`src/rtl/riscv_pkg.sv`:
```
// riscv_pkg: shared RV32 fetch constants and the IF/ID record type
package riscv_pkg;
    localparam int XLEN = 32;
    localparam int INSTR_BYTES = 4;
    localparam logic [XLEN-1:0] NOP_INSTR = 32'h0000_0013;
    typedef struct packed {
        logic [XLEN-1:0] pc;
        logic [XLEN-1:0] instr;
        logic            valid;
    } if_id_t;
endpackage

```
`src/rtl/if_id_reg.sv`:
```
// if_id_reg: IF/ID pipeline register with hold and flush-to-bubble
module if_id_reg import riscv_pkg::*; #(
    parameter logic [31:0] NOP_INSTR = 32'h0000_0013
) (
    input  logic            clk,
    input  logic            reset,
    input  logic            hold,
    input  logic            flush,
    input  logic [XLEN-1:0] d_pc,
    input  logic [XLEN-1:0] d_instr,
    output logic [XLEN-1:0] q_pc,
    output logic [XLEN-1:0] q_instr,
    output logic            q_valid
);
    if_id_t q;
    // flush beats hold; a flushed stage holds a NOP bubble at pc 0
    always_ff @(posedge clk or posedge reset) begin
        if (reset) q <= '{pc: '0, instr: NOP_INSTR, valid: 1'b0};
        else if (flush) q <= '{pc: '0, instr: NOP_INSTR, valid: 1'b0};
        else if (!hold) q <= '{pc: d_pc, instr: d_instr, valid: 1'b1};
    end
    assign q_pc = q.pc;
    assign q_instr = q.instr;
    assign q_valid = q.valid;
endmodule

```
`src/rtl/pc_fetch_ctrl.sv`:
```
// pc_fetch_ctrl: PC register, next-PC mux, IF/ID register and redirect counter
module pc_fetch_ctrl import riscv_pkg::*; #(
    parameter logic [31:0] RESET_PC  = 32'h0000_0000,
    parameter logic [31:0] NOP_INSTR = 32'h0000_0013
) (
    input  logic            clk,
    input  logic            reset,
    input  logic            stall,
    input  logic            branch_taken,
    input  logic [XLEN-1:0] branch_address,
    input  logic [XLEN-1:0] instr_rdata,
    output logic [XLEN-1:0] instr_addr,
    output logic [XLEN-1:0] if_id_pc,
    output logic [XLEN-1:0] if_id_instr,
    output logic            if_id_valid,
    output logic [15:0]     flush_count
);
    logic [XLEN-1:0] pc, pc_plus4, next_pc;
    assign pc_plus4 = pc + XLEN'(INSTR_BYTES);
    // single mux: redirect (low bits dropped) over hold over sequential advance
    always_comb next_pc = branch_taken ? (branch_address & ~XLEN'(3)) : stall ? pc : pc_plus4;
    // PC register, driven straight to instruction memory
    always_ff @(posedge clk or posedge reset) begin
        if (reset) pc <= RESET_PC;
        else pc <= next_pc;
    end
    // count redirects, sticking at all-ones
    always_ff @(posedge clk or posedge reset) begin
        if (reset) flush_count <= '0;
        else if (branch_taken && flush_count != 16'hFFFF) flush_count <= flush_count + 16'd1;
    end
    assign instr_addr = pc;
    if_id_reg #(.NOP_INSTR(NOP_INSTR)) u_if_id (
        .clk(clk),
        .reset(reset),
        .hold(stall),
        .flush(branch_taken),
        .d_pc(pc),
        .d_instr(instr_rdata),
        .q_pc(if_id_pc),
        .q_instr(if_id_instr),
        .q_valid(if_id_valid)
    );
endmodule

```
`config.mk`:
```
export PLATFORM = sky130hd
export DESIGN_NAME = pc_fetch_ctrl
export DESIGN_NICKNAME = d
export VERILOG_FILES = /design/src/rtl/riscv_pkg.sv /design/src/rtl/if_id_reg.sv /design/src/rtl/pc_fetch_ctrl.sv
export SDC_FILE = /design/constraint.sdc
export NUM_CORES = 1
export LEC_CHECK = 0
export CAP_MARGIN = 5
export CORE_MARGIN = 2
export CORE_UTILIZATION = 47
export CTS_BUF_LIST = sky130_fd_sc_hd__clkbuf_4
export CTS_CLUSTER_DIAMETER = 100
export DETAILED_ROUTE_END_ITERATION = 8
export GPL_TIMING_DRIVEN = 1
export PLACE_DENSITY = 0.82
export SLEW_MARGIN = 25
export SYNTH_ARGS = -nofsm -noshare
export SYNTH_HDL_FRONTEND = slang
export SYNTH_HIERARCHICAL = 1
export SYNTH_SLANG_ARGS = --single-unit
```
`constraint.sdc`:
```
create_clock -name clk -period 2.3 [get_ports clk]
set_clock_uncertainty 0.05 [all_clocks]
set_input_delay 0.345 -clock clk [delete_from_list [all_inputs] [get_ports clk]]
set_output_delay 0.345 -clock clk [all_outputs]
set_load 0.005 [all_outputs]
```
==> results.yml, run 1 <==
global_route:
  grtUsageTotal_pct: 22.76
  via_count_of_the_first_global_routing_pass: 4440
  first_pass_grt_wire_length_um: 22710
  grt_start_max_net_pins: 51
  antenna_violations_before_repair: 0
  grt_overflow_total: 0
floorplanning:
  floorplan.die.width_um: 110.5
  start_util_pct: 48.74
  num_rows: 38
  fp.coreArea_sq_um: 10940
  die_y_um: 110.5
  fp.dieArea_sq_um: 12210
  boundaryPins: 181
cts:
  worstSkewPairLatency_ns: 0.46
  tritoncts_clock_tree: "done"
  post_cts_buffers: 0
  bufs_on_longest_clock_path: 2
  clkSinkCount: 111
  htree_num_levels: 3
  clock-root-buffer: "clkbuf_4"
  cts-hold-fix-buffers: 0
  tritoncts.num_buffers: 9
  cts_repair_resize_count: 0
  clk_pin_slew_worst_paths_ns: 0.15
worst_setup_path:
  most_numerous_cell_on_the_critical_path: "o311ai_0"
  criticalPathCategory: "flip-flop to flip-flop"
  startpoint_type: "flip-flop"
  worst-path-max-fanout: 6
  critical-path-max-stage-delay_ns: 0.65
  worstSetupEndpointType: "flip-flop"
  critical_path.slowest_cell: "or4_1"
  worstPathCellList: "nand4_1, or4_1, o311ai_0, o311ai_0"
  critPathArrivalTime_ns: 2.43
  path_buf_inv: 0
  critPathTopFamily: "simple AND/OR/NAND/NOR gates"
  critical_path_required_ns: 2.56
final_layout:
  final_net_count: 751
  syn_to_final_growth_pct: 37.93
  final-seq-area_sq_um: 2781
  nFillCells: 854
  multi_input_comb_area_sq_um: 2287
  post_route_cells_drive_above_1_share_pct: 7.726
  num_antenna_cells: 0
drt:
  dr.pass1.iters: 5
  wl_met2_um: 6962
  wirelength_um: 14130
  top_layer: "met4"
  wl_met3_um: 1029
  post_drt_via_cell_ratio: 5.529
  routed_via_count: 4567
  ant_nets: 0
  first_iter_violations: 303
  wl_met1_um: 5950
  drt_wl_cell_um: 17.11
  drcViolationCount: 0
pwr:
  vdd.ir_drop.worst_uv: 527.7
  total_leakage_power_uw: 0.003224
  power-per-cell-area_nw_per_um2: 586.7
sta:
  max_slew_margin_pct: 60.06
  final.period_utilization_pct: 94.42
  fin_hold_viols: 0
  timing_max_transition_violations_final: 0
  fmaxAchievable_mhz: 460.5
  setup_tns_ns: 0
  timing_worst_slew_pin_value_ns: 0.5937
  finalWorstPathRequiredPeriod_ns: 2.172
  post-route-worst-setup-slack_ns: 0.1284
  rsz0062_at_grt: "no"
  timing.final.setup_violations: 0
logic_synthesis:
  portion_of_the_post_synthesis_area_used_by_sequential_elements_pct: 52.18
  synth-main-ff-cell: "dfrtp_1"
  syn-instance-count: 499
  synth-seq-cells: 111
  synthDominantCellAreaShare_pct: 50.70
  syn-cell-area_sq_um: 5330
  yosys.area.top_type: "dfrtp_1"
  ys_top_cells_by_area: "dfrtp_1 (51%), mux2i_1 (12%), nor2_1 (5.4%)"
  synth.lib_cells_used.distinct: 50
  yosysWarnings: 6
  syn_avg_cell_area_sq_um: 10.68
  synthArstFlopShare_pct: 100.0
  synth_edf_count: 0
outcome:
  outcome: "complete, no violations"
run:
  drv.max_cap_violation_count: 0
hold_path:
  worstHoldPathType: "input port to async pin"
placement:
  place_ws_ns: 0.1670
  port_buffers: 176
  dp_hpwl_um: 10470
  gp_routability_congestion: 0.8040
## report_power, final
group          internal (uW)  switching, uW
Combinational            623            413
Clock                    349            592
Sequential              2130            203
Total                   3110           1210
## metal layers
| layer | GRT usage [%] | vias to the layer above |
|---|---|---|
| met1 | 29.46 | 2243 |
| li1 | - | 2124 |
| met4 | 6.750 | 0 |
| met2 | 38.24 | 185 |
| met3 | 5.324 | 15 |
| met5 | 0 | - |
## through the flow
stage	total power (uW)	hold WS [ns]	util, %	area [sq um]	instances
floorplan	2779	0.4149	-	5341	502
global placement	3366	0.4373	66.03	7221	810
detailed placement	3409	0.4428	66.03	7221	810
CTS	4365	0.1705	67.23	7352	826
global route	4550	0.1834	67.23	7352	826
finish	4314	0.1922	67.23	7352	826
## sequential cells by signal (all words and copies together) (netlist names)
register / count
instr_addr: 30
u_if_id/q_instr: 32
u_if_id/q_valid: 1
flush_count: 16
u_if_id/q_pc: 32
## cell type report
type / instances / share of cell area, %
sequential: 111 / 37.83
multi-input combinational: 352 / 31.11
timing repair buffer: 197 / 26.38
tap: 140 / 2.383
clock buffer: 11 / 1.123
clock inverter: 5 / 0.6637
inverter: 10 / 0.5106
## cell usage after synthesis, types with 2 or more instances
master	n
clkbuf_1	15
ha_1	2
a211o_1	3
nand3_1	15
and4_1	4
or2_2	2
nor4_1	6
o211ai_1	8
o31ai_1	5
nor2b_1	5
mux2i_1	62
nand2_1	36
a31oi_1	10
or3_1	8
nand4b_1	2
buf_2	2
and3_1	4
o21ai_0	19
or4_1	12
o311ai_0	3
buf_6	2
buf_12	6
and2_1	3
nor3_1	7
buf_4	3
dfstp_2	3
or4_4	2
xnor2_1	15
xor2_1	13
inv_1	10
dfrtp_1	108
nor2_1	76
nand4_1	11
## cells in the final DEF, fill, tap and decap left out, types with 5 or more instances in the layout
master             n
clkdlybuf4s50_1  174
dfrtp_1          108
nor2_1            76
mux2i_1           62
nand2_1           36
buf_4             21
o21ai_0           19
nand3_1           15
xnor2_1           15
xor2_1            13
or4_1             12
nand4_1           11
clkbuf_4          11
a31oi_1           10
inv_1              8
o211ai_1           8
or3_1              8
nor3_1             7
nor4_1             6
nor2b_1            5
o31ai_1            5
## cells by family after synthesis
logic type | after synthesis | synth area share (%)
AOI/OAI and AO/OA | 55 | 6.737
xor gates and xnor gates | 28 | 4.601
adders and majority gates | 2 | 0.4694
buffers and inverters | 39 | 5.117
DFF | 111 | 52.18
muxes | 63 | 11.85
other | 1 | 0.07035
and+or+nand+nor | 200 | 18.97
## worst paths after layout
check	to	from	cells past startpoint	slack, ns
setup / recovery	instr_addr[24]	instr_addr[13]	4	0.13
hold / removal	instr_addr[10]	reset	2	0.19
setup reg to reg	instr_addr[24]	instr_addr[13]	4	0.13
hold reg to reg	flush_count[14]	flush_count[14]	1	0.47
max in group asynchronous	u_if_id/q_instr[4]	reset	3	1.37
min in group clk	u_if_id/q_pc[18]	branch_taken	2	0.19
Power figures use the tool's default switching activity.
==> run 2, diff against run 1 <==
CORE_UTILIZATION = 50   (was 47)
PLACE_DENSITY = 0.87   (was 0.82)
clock period = 2.6 ns   (was 2.3 ns; I/O delays follow)
==> run 2 against run 1 <==
Against the previous run: sequential share of layout area is 0.73 points higher; sequential cell count stayed put; power is 14% lower; final cell count is 1.9% lower; critical path depth stayed put; global-route usage is 1.1 points higher; largest power group unchanged; critical path type unchanged; via count is 2.8% lower; clock power is 20% lower; core utilization is 2.6 points higher; first-iteration DRC count is 14% lower; design area is 1.9% lower; hold slack better by 0.028 ns.
==> results.yml, run 2 (synthesis results as in run 1) <==
floorplanning:
  start_util_pct: 51.63
  num_rows: 37
  fp.coreArea_sq_um: 10320
  boundaryPins: 181
  fp.dieArea_sq_um: 11500
  floorplan.die.width_um: 107.3
  die_y_um: 107.3
final_layout:
  num_antenna_cells: 0
  syn_to_final_growth_pct: 35.33
  final_cell_area_sq_um: 7213
  multi_input_comb_area_sq_um: 2287
  layout_commonest_cell: "clkdlybuf4s50_1"
  final-instance-count-excl-fill: 810
  commonest_cells_after_routing_fill_and_taps_aside: "clkdlybuf4s50_1 (174), dfrtp_1 (108), nor2_1 (76)"
  final_net_count: 739
  final-seq-area_sq_um: 2781
  post_route_cells_drive_above_1_share_pct: 5.935
  nFillCells: 790
drt:
  ant_nets: 0
  routed_via_count: 4441
  wirelength_um: 13800
  dr.pass1.iters: 5
  post_drt_via_cell_ratio: 5.483
  drt_wl_cell_um: 17.04
  first_iter_violations: 261
  drcViolationCount: 0
worst_setup_path:
  worst-path-max-fanout: 12
  regToRegEndpoint: "instr_addr[19]"
  critical_path.reg2reg.startpoint: "instr_addr[4]"
  timing.reg2reg.worst_path_depth: 4
  startpoint_type: "flip-flop"
  worstSetupEndpointType: "flip-flop"
  critPathArrivalTime_ns: 2.58
  criticalPathCategory: "flip-flop to flip-flop"
  setup.reg_to_reg.worst_slack_ns: 0.33
  critical_path_required_ns: 2.91
pwr:
  cell_internal_pwr_uw: 2665
  total_switching_power_uw: 1047
  vdd.ir_drop.worst_uv: 413.9
  share_clk_of_total_power_pct: 20.3
  power.combinational.fraction_pct: 23.5
  power-per-cell-area_nw_per_um2: 514.7
  total_leakage_power_uw: 0.003146
  pwr-share-seq_pct: 56.2
  power_switching_share_pct: 28.21
global_route:
  via_count_of_the_first_global_routing_pass: 4329
  grt_overflow_total: 0
  first_pass_grt_wire_length_um: 21660
  grtUsageTotal_pct: 23.88
  grt_start_max_net_pins: 64
  antenna_violations_before_repair: 0
cts:
  cts_repair_resize_count: 0
  cts-hold-fix-buffers: 0
  tritoncts_clock_tree: "done"
  bufs_on_longest_clock_path: 2
  clk_pin_slew_worst_paths_ns: 0.15
  htree_num_levels: 3
  tritoncts.num_buffers: 9
  worstSkewPairLatency_ns: 0.44
  post_cts_buffers: 0
  clkSinkCount: 111
  clock-root-buffer: "clkbuf_4"
sta:
  rsz0062_at_grt: "no"
  setup_tns_ns: 0
  final.period_utilization_pct: 87.32
  worst_hold_slack_ns: 0.2197
  timing_max_transition_violations_final: 0
  finalWorstPathRequiredPeriod_ns: 2.270
  max_slew_margin_pct: 47.23
  fin_hold_viols: 0
  timing_worst_slew_pin_value_ns: 0.7916
  fmaxAchievable_mhz: 440.5
  timing.final.setup_violations: 0
placement:
  dp_hpwl_um: 10150
  port_buffers: 176
  gp_routability_congestion: 0.8595
  place.detailed.instances: 794
  post_dp_cell_area_sq_um: 7101
run:
  drv.max_cap_violation_count: 0
outcome:
  outcome: "complete, no violations"
hold_path:
  worstHoldPathType: "input port to async pin"
## run 2: cell types whose count changed in the layout (fill, tap and decap cells not counted), sizes merged
cell    delta
buf       -12
clkbuf     +3
clkinv     -2
bufinv     -1
## run 2: metal layers
metal,global-route usage (%),vias up,part of all wire (%)
met4,5.566,0,1.3
met1,30.66,2175,42
li1,-,2096,-
met3,6.477,15,7.2
met2,40.46,155,49
met5,0,-,0
## run 2: cell type report
| type | count | area share (%) |
|---|---|---|
| repair buffers | 185 | 25.29 |
| well taps | 136 | 2.359 |
| inverters | 10 | 0.5204 |
| flip-flops and latches | 111 | 38.56 |
| clock inverters | 2 | 0.1041 |
| multi-input cells | 352 | 31.71 |
| clock buffers | 14 | 1.457 |
## run 2: worst max-delay path: stages (launching register included)
cell	delay [ns]
dfrtp_1	0.51
nand3_2	0.28
or3_1	0.60
or4_1	0.55
a31oi_1	0.20
## run 2: how the worst max path moves through the flow
stage                             start             endpoint  slack, ns  cells after the start
final                     instr_addr[4]       instr_addr[19]       0.33                      4
after global routing      instr_addr[4]       instr_addr[31]       0.15                      4
after CTS                 instr_addr[4]       instr_addr[19]       0.33                      4
after detailed placement  instr_addr[4]       instr_addr[19]       0.36                      4
after global placement    instr_addr[4]       instr_addr[19]       0.48                      4
after floorplan                   reset  u_if_id/q_instr[10]       0.54                      1
## run 2: power by group through the flow
stage               clock network, uW  logic [uW]  registers [uW]
finish                            754         872            2090
global route                      838         955            2110
CTS                               769         881            2090
detailed placement                  0         877            2110
global placement                    0         846            2110
floorplan                           0         371            2090
## run 2: stage by stage
stage | power, uW | util, % | setup slack (ns)
detailed placement | 2990 | 68.78 | 0.3610
floorplan | 2459 | - | 0.5385
global placement | 2952 | 68.78 | 0.4753
global route | 3908 | 69.87 | 0.1529
finish | 3713 | 69.87 | 0.3297
CTS | 3735 | 69.87 | 0.3278
